File: src/rtl/mult_ctrl.sv
// Sequencer for the shift-add multiplier: latches operands, steps it 32 times,
// captures the product into HI/LO and serves MFHI/MFLO. Define MULT_CTRL_SIGNED_EN to accept MULT.
module mult_ctrl (
  input  logic        clk,
  input  logic        reset,
  input  logic        start,
  input  logic [5:0]  funct,
  input  logic [31:0] dataA,
  input  logic [31:0] dataB,
  input  logic [63:0] prodIn,
  output logic [5:0]  Signal,
  output logic [31:0] mulA,
  output logic [31:0] mulB,
  output logic        busy,
  output logic        done,
  output logic [31:0] dataOut
);

  localparam logic [5:0] F_MULTU = 6'b011001;
  localparam logic [5:0] F_MFHI  = 6'b010000;
  localparam logic [5:0] F_MFLO  = 6'b010010;
  localparam logic [5:0] SIG_MUL = 6'b011001;
  localparam logic [5:0] SIG_OUT = 6'b111111;

  typedef enum logic [1:0] {
    IDLE    = 2'd0,
    RUN     = 2'd1,
    CAPTURE = 2'd2
  } state_t;

  state_t      state_r;
  state_t      state_s;
  logic [4:0]  cnt_r;
  logic [31:0] hi_r;
  logic [31:0] lo_r;
  logic        accept_mul_s;
  logic [31:0] opa_s;
  logic [31:0] opb_s;
  logic        neg_s;
  logic [63:0] result_s;

`ifdef MULT_CTRL_SIGNED_EN
  localparam logic [5:0] F_MULT = 6'b011000;
  logic neg_r;

  // Two's-complement magnitude; 32'h80000000 maps to itself, which is the right unsigned magnitude.
  function automatic logic [31:0] magnitude(input logic [31:0] v);
    if (v[31]) begin
      magnitude = ~v + 32'd1;
    end else begin
      magnitude = v;
    end
  endfunction
`endif

  // Decode an accepted multiply command and prepare operands
  always_comb begin
    accept_mul_s = 1'b0;
    opa_s        = dataA;
    opb_s        = dataB;
    neg_s        = 1'b0;
    if ((state_r == IDLE) && start) begin
      if (funct == F_MULTU) begin
        accept_mul_s = 1'b1;
      end
`ifdef MULT_CTRL_SIGNED_EN
      else if (funct == F_MULT) begin
        accept_mul_s = 1'b1;
        opa_s        = magnitude(dataA);
        opb_s        = magnitude(dataB);
        neg_s        = dataA[31] ^ dataB[31];
      end
`endif
      else begin
        accept_mul_s = 1'b0;
      end
    end else begin
      accept_mul_s = 1'b0;
    end
  end

  // Next-state logic
  always_comb begin
    state_s = state_r;
    case (state_r)
      IDLE: begin
        if (accept_mul_s) begin
          state_s = RUN;
        end else begin
          state_s = IDLE;
        end
      end
      RUN: begin
        if (cnt_r == 5'd31) begin
          state_s = CAPTURE;
        end else begin
          state_s = RUN;
        end
      end
      CAPTURE: state_s = IDLE;
      default: state_s = IDLE;
    endcase
  end

`ifdef MULT_CTRL_SIGNED_EN
  assign result_s = neg_r ? (~prodIn + 64'd1) : prodIn;
`else
  assign result_s = prodIn;
`endif

  // State register, step counter and registered control outputs
  always_ff @(posedge clk or posedge reset) begin
    if (reset) begin
      state_r <= IDLE;
      cnt_r   <= 5'd0;
      Signal  <= SIG_OUT;
      busy    <= 1'b0;
      done    <= 1'b0;
    end else begin
      state_r <= state_s;
      Signal  <= (state_s == RUN) ? SIG_MUL : SIG_OUT;
      busy    <= (state_s != IDLE);
      done    <= (state_r == CAPTURE);
      if (state_r == RUN) begin
        cnt_r <= cnt_r + 5'd1;
      end else begin
        cnt_r <= 5'd0;
      end
    end
  end

  // Operand latches, held for the whole run
  always_ff @(posedge clk or posedge reset) begin
    if (reset) begin
      mulA <= 32'd0;
      mulB <= 32'd0;
    end else if (accept_mul_s) begin
      mulA <= opa_s;
      mulB <= opb_s;
    end else begin
      mulA <= mulA;
      mulB <= mulB;
    end
  end

`ifdef MULT_CTRL_SIGNED_EN
  // Result sign remembered from the accepted command
  always_ff @(posedge clk or posedge reset) begin
    if (reset) begin
      neg_r <= 1'b0;
    end else if (accept_mul_s) begin
      neg_r <= neg_s;
    end else begin
      neg_r <= neg_r;
    end
  end
`endif

  // HI/LO are written only on the capture edge
  always_ff @(posedge clk or posedge reset) begin
    if (reset) begin
      hi_r <= 32'd0;
      lo_r <= 32'd0;
    end else if (state_r == CAPTURE) begin
      hi_r <= result_s[63:32];
      lo_r <= result_s[31:0];
    end else begin
      hi_r <= hi_r;
      lo_r <= lo_r;
    end
  end

  // MFHI/MFLO read port, idle only
  always_ff @(posedge clk or posedge reset) begin
    if (reset) begin
      dataOut <= 32'd0;
    end else if ((state_r == IDLE) && start) begin
      case (funct)
        F_MFHI:  dataOut <= hi_r;
        F_MFLO:  dataOut <= lo_r;
        default: dataOut <= dataOut;
      endcase
    end else begin
      dataOut <= dataOut;
    end
  end

endmodule
File: config.mk
export PLATFORM = sky130hd
export DESIGN_NAME = mult_ctrl
export DESIGN_NICKNAME = d
export VERILOG_FILES = /design/src/rtl/mult_ctrl.sv
export SDC_FILE = /design/constraint.sdc
export NUM_CORES = 1
export LEC_CHECK = 0
export BUFFER_PORTS_ARGS = -buffer_cell sky130_fd_sc_hd__buf_2
export CORE_ASPECT_RATIO = 0.6
export CORE_UTILIZATION = 30
export CTS_CLUSTER_SIZE = 16
export DETAILED_ROUTE_END_ITERATION = 16
export GPL_TIMING_DRIVEN = 1
export HOLD_SLACK_MARGIN = 0.15
export PLACE_DENSITY = 0.53
export SLEW_MARGIN = 5
export SYNTH_ARGS = -nofsm -noshare
export SYNTH_HDL_FRONTEND = slang
export SYNTH_SLANG_ARGS = --single-unit
File: constraint.sdc
create_clock -name clk -period 6.35 [get_ports clk]
set_input_delay 0.635 -clock clk [delete_from_list [all_inputs] [get_ports clk]]
set_output_delay 0.635 -clock clk [all_outputs]
set_load 0.02 [all_outputs]
# --- After elaboration in Yosys (flattened, before gate mapping) ---
# Cells that the tools add are included.
totals:
  latchBits: 0
  output_inout_bits: 104
  n_memories: 0
  elab_cells: 31
  rom_bits: 0
  register_bits: 175
  in_bits: 137
  ram_bits: 0
classes:
  order_cmp: 0
  n_bitwise: 0
  eq_ne: 7
  add_sub_neg: 1
  n_reduce_logical: 5
  div_mod_pow: 0
  n_mux: 8
  shift: 0
  mul: 0
op_table:
  columns: ["cell", "n"]
  rows:
  - ["32-bit case mux with 2 select lines", 1]
  - ["6-bit by 5-bit == test with 1-bit output, second input constant", 3]
  - ["6-bit two-way mux", 1]
  - ["5-bit by 1-bit adder with 5-bit output, second input constant", 1]
  - ["5-bit == test, second input constant", 1]
  - ["5-bit two-way mux", 1]
  - ["2-bit by 1-bit == test with 1-bit output, second input constant", 2]
  - ["2-bit case mux with 2 select lines", 1]
  - ["2-bit nonzero test", 2]
  - ["1-bit two-way mux", 3]
  - ["2-bit == test, second input constant", 1]
  - ["2-bit logical NOT", 1]
  - ["2-bit two-way mux", 1]
  - ["2-bit AND reduction", 1]
  - ["1-bit logical AND", 1]

# --- Longest topological paths before layout ---
# Gate-level depths: netlist of run 1.
depth:
  depth_word: 7
  ltp_mapped: 7
  depth_no_buf: 5

# --- Least setup slack after synthesis of run 1 ---
# Ideal clock, no wire load.
synth_path:
  kind: "in2reg"
  startpoint: "input funct[1]"
  endpoint: "register mulB[10]"
  required_ns: 6.225
  n_path_buf: 4
  arrival_ns: 1.803
  setup_time_ns: 0.125
  path_slack_ns: 4.422
  cell_stages: 7
  cell_sequence: "buf_4 and3b_1 and3_1 buf_2 buf_6 buf_6 mux2_4"
synth_via:
  elab_chain_cells: 3
synth_lines:
  columns: ["item", "line", "source"]
  rows:
  - ["start: declaration", "7", "input logic [5:0] funct,"]
  - ["6-bit by 5-bit == test with 1-bit output", "63", "if (funct == F_MULTU) begin"]
  - ["1-bit two-way mux", "63", null]
  - ["1-bit two-way mux", "62", "if ((state_r == IDLE) && start) begin"]
  - ["end signal: assignment", "139", "mulB <= opb_s;"]
  - ["end signal: assignment", "142", "mulB <= mulB;"]
  - ["end: declaration", "13", "output logic [31:0] mulB,"]
# Every way passes these cells.
# A chain may end at the register's enable or synchronous reset.

# --- Worst setup path in the final report of run 1 ---
layout_path:
  startpoint: "input funct[1]"
  endpoint: "register mulA[27]"
layout_via:
  elab_chain_cells: 3
layout_lines:
  columns: ["item", "line", "source"]
  rows:
  - ["6-bit by 5-bit == test with 1-bit output", "63", null]
  - ["1-bit two-way mux", "63", null]
  - ["1-bit two-way mux", "62", null]
  - ["end signal: assignment", "138", "mulA <= opa_s;"]
  - ["end signal: assignment", "141", "mulA <= mulA;"]
  - ["end: declaration", "12", "output logic [31:0] mulA,"]
# Every way passes these cells.

==> summary.md, run 1 <==
| Metric | Value |
|---|---|
| Final Hold Vio Count | 0 |
| GPL Wtd Cong | about 0.72 |
| CTS tree | done |
| Sw Ratio | 0.243 |
| Clk_lat worst skew | 0.42 ns |
| Final net count | just under 800 |
| Ranking of synthesized cells by area | dfrtp_1 62%, mux2_2 27%, mux2_4 5.9% |
| Switching pwr | between 0.0006 and 0.0007 W |
| Die width | 197 um |
| P_int | 0.00192 W |
| Vias in the first global route | ~4600 |
| Tightest Hold Check Type | in2async |
| Critical Path Start Type | primary input |
| Synth Area per Inst | between 15 and 20 um^2 |
| RSZ-0062 raised after global routing | no |
| PwrDens | ~280 nW/um^2 |
| Core area | 22200 um^2 |
| Min Tclk post-route | ~2.3 ns |
| Drt pass-1 iters | 4 |
| Synthesized area | between 6000 and 7000 um^2 |
| Final WL | around 15000 um |
| Post-layout instance area | between 8000 and 9000 um^2 |
| Syn-to-layout area delta | 30.2% |
| Sequential share of the synthesized area | 0.620 |
| Detail Route Antenna Nets | 0 |
| Highest-count cells in the layout ignoring fill and taps | 237 x buf_2, 169 x dfrtp_1, 165 x mux2_2 |
| Post-CTS Resized | 0 |
| Fin Setup TNS | 0 ns |
| First-pass GRT wire length | around 25000 um |
| Synth Warn # | 0 |
| Worst-Margin Slew | 1.01 ns |
| Vias after detailed routing | 4176 |
| TritonCTS Buffers | 17 |
| Clock group share of total power | 0.422 |
| HPWL Detailed | roughly 11000 um |
| Main synth FF type | dfrtp_1 |
| Max-Cap Viols | 0 |
| Combinational power share | 0.116 |
| Highest clock rate | about 430 MHz |
| Relative slew margins | 0.325 |
| DRC | 0 |
| Number of distinct library cells after synthesis | 23 |
| Worst setup path start | funct[1] |
| Per-cell routed wire length | roughly 16 um |
| Die Y | 119 um |
| Leakage power | a little under 5 nW |
| Slew Limit Fails | 0 |
| Hold Slack | between 0.3 and 0.4 ns |
| Initial Util | 0.309 |
| Endpoint class of the critical path | flop |
| EDFF count, synth | 0 |
| GRT overflow | 0 |
| Total track usage | 0.136 |
| Sequential share of power | 0.462 |
| # IOs | approximately 240 |
| Status | finished, final reports clean |
| CP Class | in2reg |
| CP Max Fanout | 67 |
| Fillcell total | 2078 |
| FF+latch count, synth | 170 |
| Die area | approximately 23000 um^2 |
| Async SR Flop Fraction | 1.00 |
| Post-CTS setup buffers | 0 |
| Initial antenna violation count | 2 |
| Clock Skews | approximately 0.0087 ns |
| Post-synth top area cell | dfrtp_1 |
| Cts hold-fix bufs | 0 |
| Maximum VDD drop | roughly 0.16 mV |
| DP Area | 8320 um^2 |
| Reg clk slew, reported paths | 0.06 ns |
| DR iter-0 viols | 75 |
| CTS Root Cell | clkbuf_16 |
| Rows | 42 |
| Yosys top cell area share | 0.616 |
| Final period utilization | 0.364 |
| Syn Inst Count | about 420 |
| Share of post-route cells with drive strength above 1 | 0.708 |
| Commonest non-fill, non-tap cell in the layout | buf_2 |
| H-tree Lvls | 4 |
| CTS max path bufs | 2 |
| Worst r2r src | state_r[1] |
| Pin count of the biggest net entering global routing | 97 |
| Req. time, crit path | ~6.7 ns |
| I/O Buffers | 237 |
| Final Setup Violations | 0 |
| Via density | ~4.3 |
| CTS Sinks | 170 |
| CP arrival | around 2.6 ns |
[flip-flops by register name, summed over array words and instances, names as in the netlist]
register	flops
Signal	1
busy	1
cnt_r	5
dataOut	32
done	1
hi_r	32
lo_r	32
mulA	32
mulB	32
state_r	2
[synthesized netlist by cell type, types with 2 or more instances]
library cell,number
and2_1,3
buf_4,6
nand3_1,2
nand2b_1,2
and3_1,2
nor2_1,6
nor2b_1,3
mux2_2,165
ha_1,2
clkbuf_1,4
buf_1,3
buf_2,10
buf_6,4
mux2_4,27
dfrtp_1,169
[power groups by stage]
stage	clock network (W)	registers [W]	logic, W
6_report	0.00107	0.00118	0.000295
3_5_place_dp	0	0.00120	0.000300
4_1_cts	0.00111	0.00118	0.000301
3_3_place_gp	0	0.00119	0.000295
5_1_grt	0.00116	0.00118	0.000319
2_1_floorplan	0	0.00127	0.000103
[critical path, cell delays in order]
cell	delay (ns)
buf_2	0.09
buf_4	0.28
and3b_1	0.27
and3_4	0.86
mux2_2	0.42
[per-layer routing]
metal	routed length [um]	track usage	vias to the layer above
li1	-	-	1923
met1	7140	0.178	2117
met2	7010	0.210	120
met3	976	0.0510	14
met4	129	0.0368	2
met5	13	0	-
[worst paths after layout]
check	to	depth (start not counted)	slack [ns]
max in group asynchronous	mulA[9]	3	4.49
min	hi_r[22]	2	0.37
max reg2reg	dataOut[3]	3	4.05
min in group clk	mulA[14]	2	0.44
max	mulA[27]	5	4.04
min reg2reg	cnt_r[0]	1	0.46
[cell families after synthesis]
family        after synthesis  share of synthesized area
mux                       192                      0.330
simple gates               21                     0.0182
buf+inv                    28                     0.0248
flops                     170                      0.620
xor+xnor                    2                    0.00255
other cells                 1                   0.000547
fa+ha+maj                   2                    0.00365
[per-stage QoR]
step                std cells  total power, W  worst slack [ns]   util
floorplan                 418         0.00137              1.11      -
global placement          939         0.00149              3.63  0.374
detailed placement        939         0.00150              3.56  0.374
CTS                       970         0.00259              3.95  0.402
global route              970         0.00266              3.87  0.402
finish                    971         0.00254              4.04  0.402
[cell type report]
cell class              count  area [um^2]  share of cell area
diodes                      1         2.50            0.000280
clock buffers              21          470              0.0527
clock inverters            10          141              0.0158
inverters                   1         8.76            0.000981
multi-input cells         220         2460               0.275
flip-flops and latches    170         4260               0.476
well taps                 308          385              0.0431
repair buffers            240         1210               0.135
Note: power is estimated with default switching activity, not from simulation.
==> run 2, diff against run 1 <==
Settings changed: PLACE_DENSITY 0.53 to 0.55.
Clock period 6.35 ns to 2.1 ns, I/O delays scaled along.
==> summary.md, run 2 (synthesized netlist as in run 1, its figures left out) <==
| Metric | Value |
|---|---|
| Post-Place Cells | between 900 and 1000 |
| Cell chain of the critical path | nor4b_2 > and3_4 > buf_4 > mux2_2 |
| Core area | about 22000 um^2 |
| DRC | 0 |
| Non-Filler Instances | roughly 1100 |
| Per-cell routed wire length | ~16 um |
| Antenna cell count | 0 |
| Fillcell total | ~2000 |
| DP Area | around 8400 um^2 |
| Fin Setup TNS | 0 ns |
| Final Hold Vio Count | 0 |
| Final Setup Violations | 0 |
| TritonCTS Buffers | 17 |
| Share of post-route cells with drive strength above 1 | 0.598 |
| Endpoint class of the critical path | flop |
| Critical path's top delay family | simple AND/OR/NAND/NOR gates |
| Highest-count cells in the layout ignoring fill and taps | 237 x buf_2, 169 x dfrtp_1, 165 x mux2_2 |
| Area of the multi-input gates | approximately 2500 um^2 |
| Sw Ratio | 0.260 |
| Clock Skews | about 0.009 ns |
| Max stage delay on crit path | approximately 0.44 ns |
| Final WL | 17200 um |
| PwrDens | ~740 nW/um^2 |
| Initial Util | 0.309 |
| CTS max path bufs | 2 |
| CTS Sinks | 170 |
| Post-layout instance area | 10300 um^2 |
| CTS tree | done |
| Slew Limit Fails | 0 |
| Syn-to-layout area delta | 50.0% |
| Final net count | ~900 |
| CP Class | reg2reg |
| Detail Route Antenna Nets | 0 |
| Reg area | roughly 4300 um^2 |
| GPL Wtd Cong | about 0.73 |
| Tightest Hold Check Type | in2async |
| Status | finished, final reports clean |
| Worst r2r src | state_r[0] |
| RSZ-0062 raised after global routing | no |
| Highest clock rate | around 530 MHz |
| First-pass GRT wire length | around 28000 um |
| Req. time, crit path | 2.42 ns |
| Reg clk slew, reported paths | around 0.070 ns |
| Worst-Margin Slew | roughly 0.5 ns |
| Commonest non-fill, non-tap cell in the layout | buf_2 |
| Switching pwr | ~0.0020 W |
| Die area | roughly 23000 um^2 |
| Vias after detailed routing | between 4000 and 5000 |
| DR iter-0 viols | 125 |
| Worst setup margin | 0.213 ns |
| Cts hold-fix bufs | between 100 and 150 |
| H-tree Lvls | 4 |
| Min Tclk post-route | 1.89 ns |
| Total track usage | 0.154 |
| Leakage power | approximately 5.4 nW |
| GRT overflow | 0 |
| Post-CTS setup buffers | 0 |
| R2R cell count | 4 |
| Die Y | between 100 and 150 um |
| Drt pass-1 iters | 4 |
| Rows | 42 |
| I/O Buffers | 237 |
| Maximum VDD drop | 0.581 mV |
| Max-Cap Viols | 0 |
| Die width | about 200 um |
| Relative slew margins | 0.659 |
| Crit path buf inv count | 1 |
| Endpoint of the lowest-slack register-to-register path | mulA[4] |
| # IOs | between 200 and 250 |
| Pre-CTS setup slack | around 0.21 ns |
| Clk_lat worst skew | about 0.44 ns |
| Via density | 4.33 |
| Initial antenna violation count | 0 |
| Final period utilization | 0.898 |
| CP Max Fanout | 23 |
| Critical Path Start Type | flop |
| Vias in the first global route | roughly 5200 |
| Clock group share of total power | 0.388 |
| CP arrival | 2.21 ns |
| HPWL Detailed | between 10000 and 15000 um |
| Combinational power share | 0.145 |
| Slowest CP cell | dfrtp_1 |
| P_int | ~0.0056 W |
| Tot Pwr | between 0.007 and 0.008 W |
| R2R setup slack | 0.21 ns |
| Sequential share of power | 0.467 |
| Pin count of the biggest net entering global routing | 60 |
| CTS Root Cell | clkbuf_16 |
| Post-CTS Resized | 0 |
run 2: cell types whose count changed in the layout (fill, tap and decap cells not counted), sizes merged:
cell,before,now
clkbuf,21,17
bufinv,3,1
dlygate4sd3,0,129
clkinvlp,2,4
diode,1,0
buf,240,247
clkinv,4,9
run 2: worst reg2reg max path: cells and delay by family (launching register included):
kind | cells | cell delay, ns
and+or+nand+nor | 2 | 0.61
DFF | 1 | 0.44
muxes | 1 | 0.40
buffers and inverters | 1 | 0.31
run 2: how the worst max path moves through the flow:
stage | end | startpoint | depth (start not counted) | slack [ns]
finish | mulA[4] | state_r[0] | 4 | 0.21
global placement | mulB[27] | state_r[1] | 4 | 0.31
floorplan | busy | reset | 1 | -0.28
CTS | mulA[4] | state_r[1] | 4 | 0.20
global route | mulA[5] | state_r[0] | 4 | 0.12
detailed placement | mulA[4] | state_r[1] | 4 | 0.21
run 2: through the flow:
step / util / hold slack, ns
6_report: 0.463 / 0.249
5_1_grt: 0.463 / 0.228
4_1_cts: 0.463 / 0.202
3_5_place_dp: 0.380 / 0.145
3_3_place_gp: 0.380 / 0.142
2_1_floorplan: - / 0.358
run 2: cell type report:
cell class / count / share of cell area
Multi-Input combinational cell: 220 / 0.239
Inverter: 1 / 0.000730
Sequential cell: 170 / 0.414
Clock buffer: 17 / 0.0414
Clock inverter: 15 / 0.0123
Tap cell: 308 / 0.0375
Timing Repair Buffer: 376 / 0.255
run 2: routing by layer:
layer	routed length, um	global-route usage	vias to the layer above
li1	-	-	2207
met1	7470	0.187	2414
met2	8260	0.246	143
met3	1010	0.0504	34
met4	422	0.0751	0
met5	0	0	-
run 2: power by group through the flow:
stage | Combinational [W] | Sequential [W] | Clock, W
final | 0.00110 | 0.00356 | 0.00296
after CTS | 0.00111 | 0.00356 | 0.00309
after floorplan | 0.000313 | 0.00383 | 0
after detailed placement | 0.000915 | 0.00362 | 0
after global routing | 0.00118 | 0.00359 | 0.00322
after global placement | 0.000896 | 0.00362 | 0
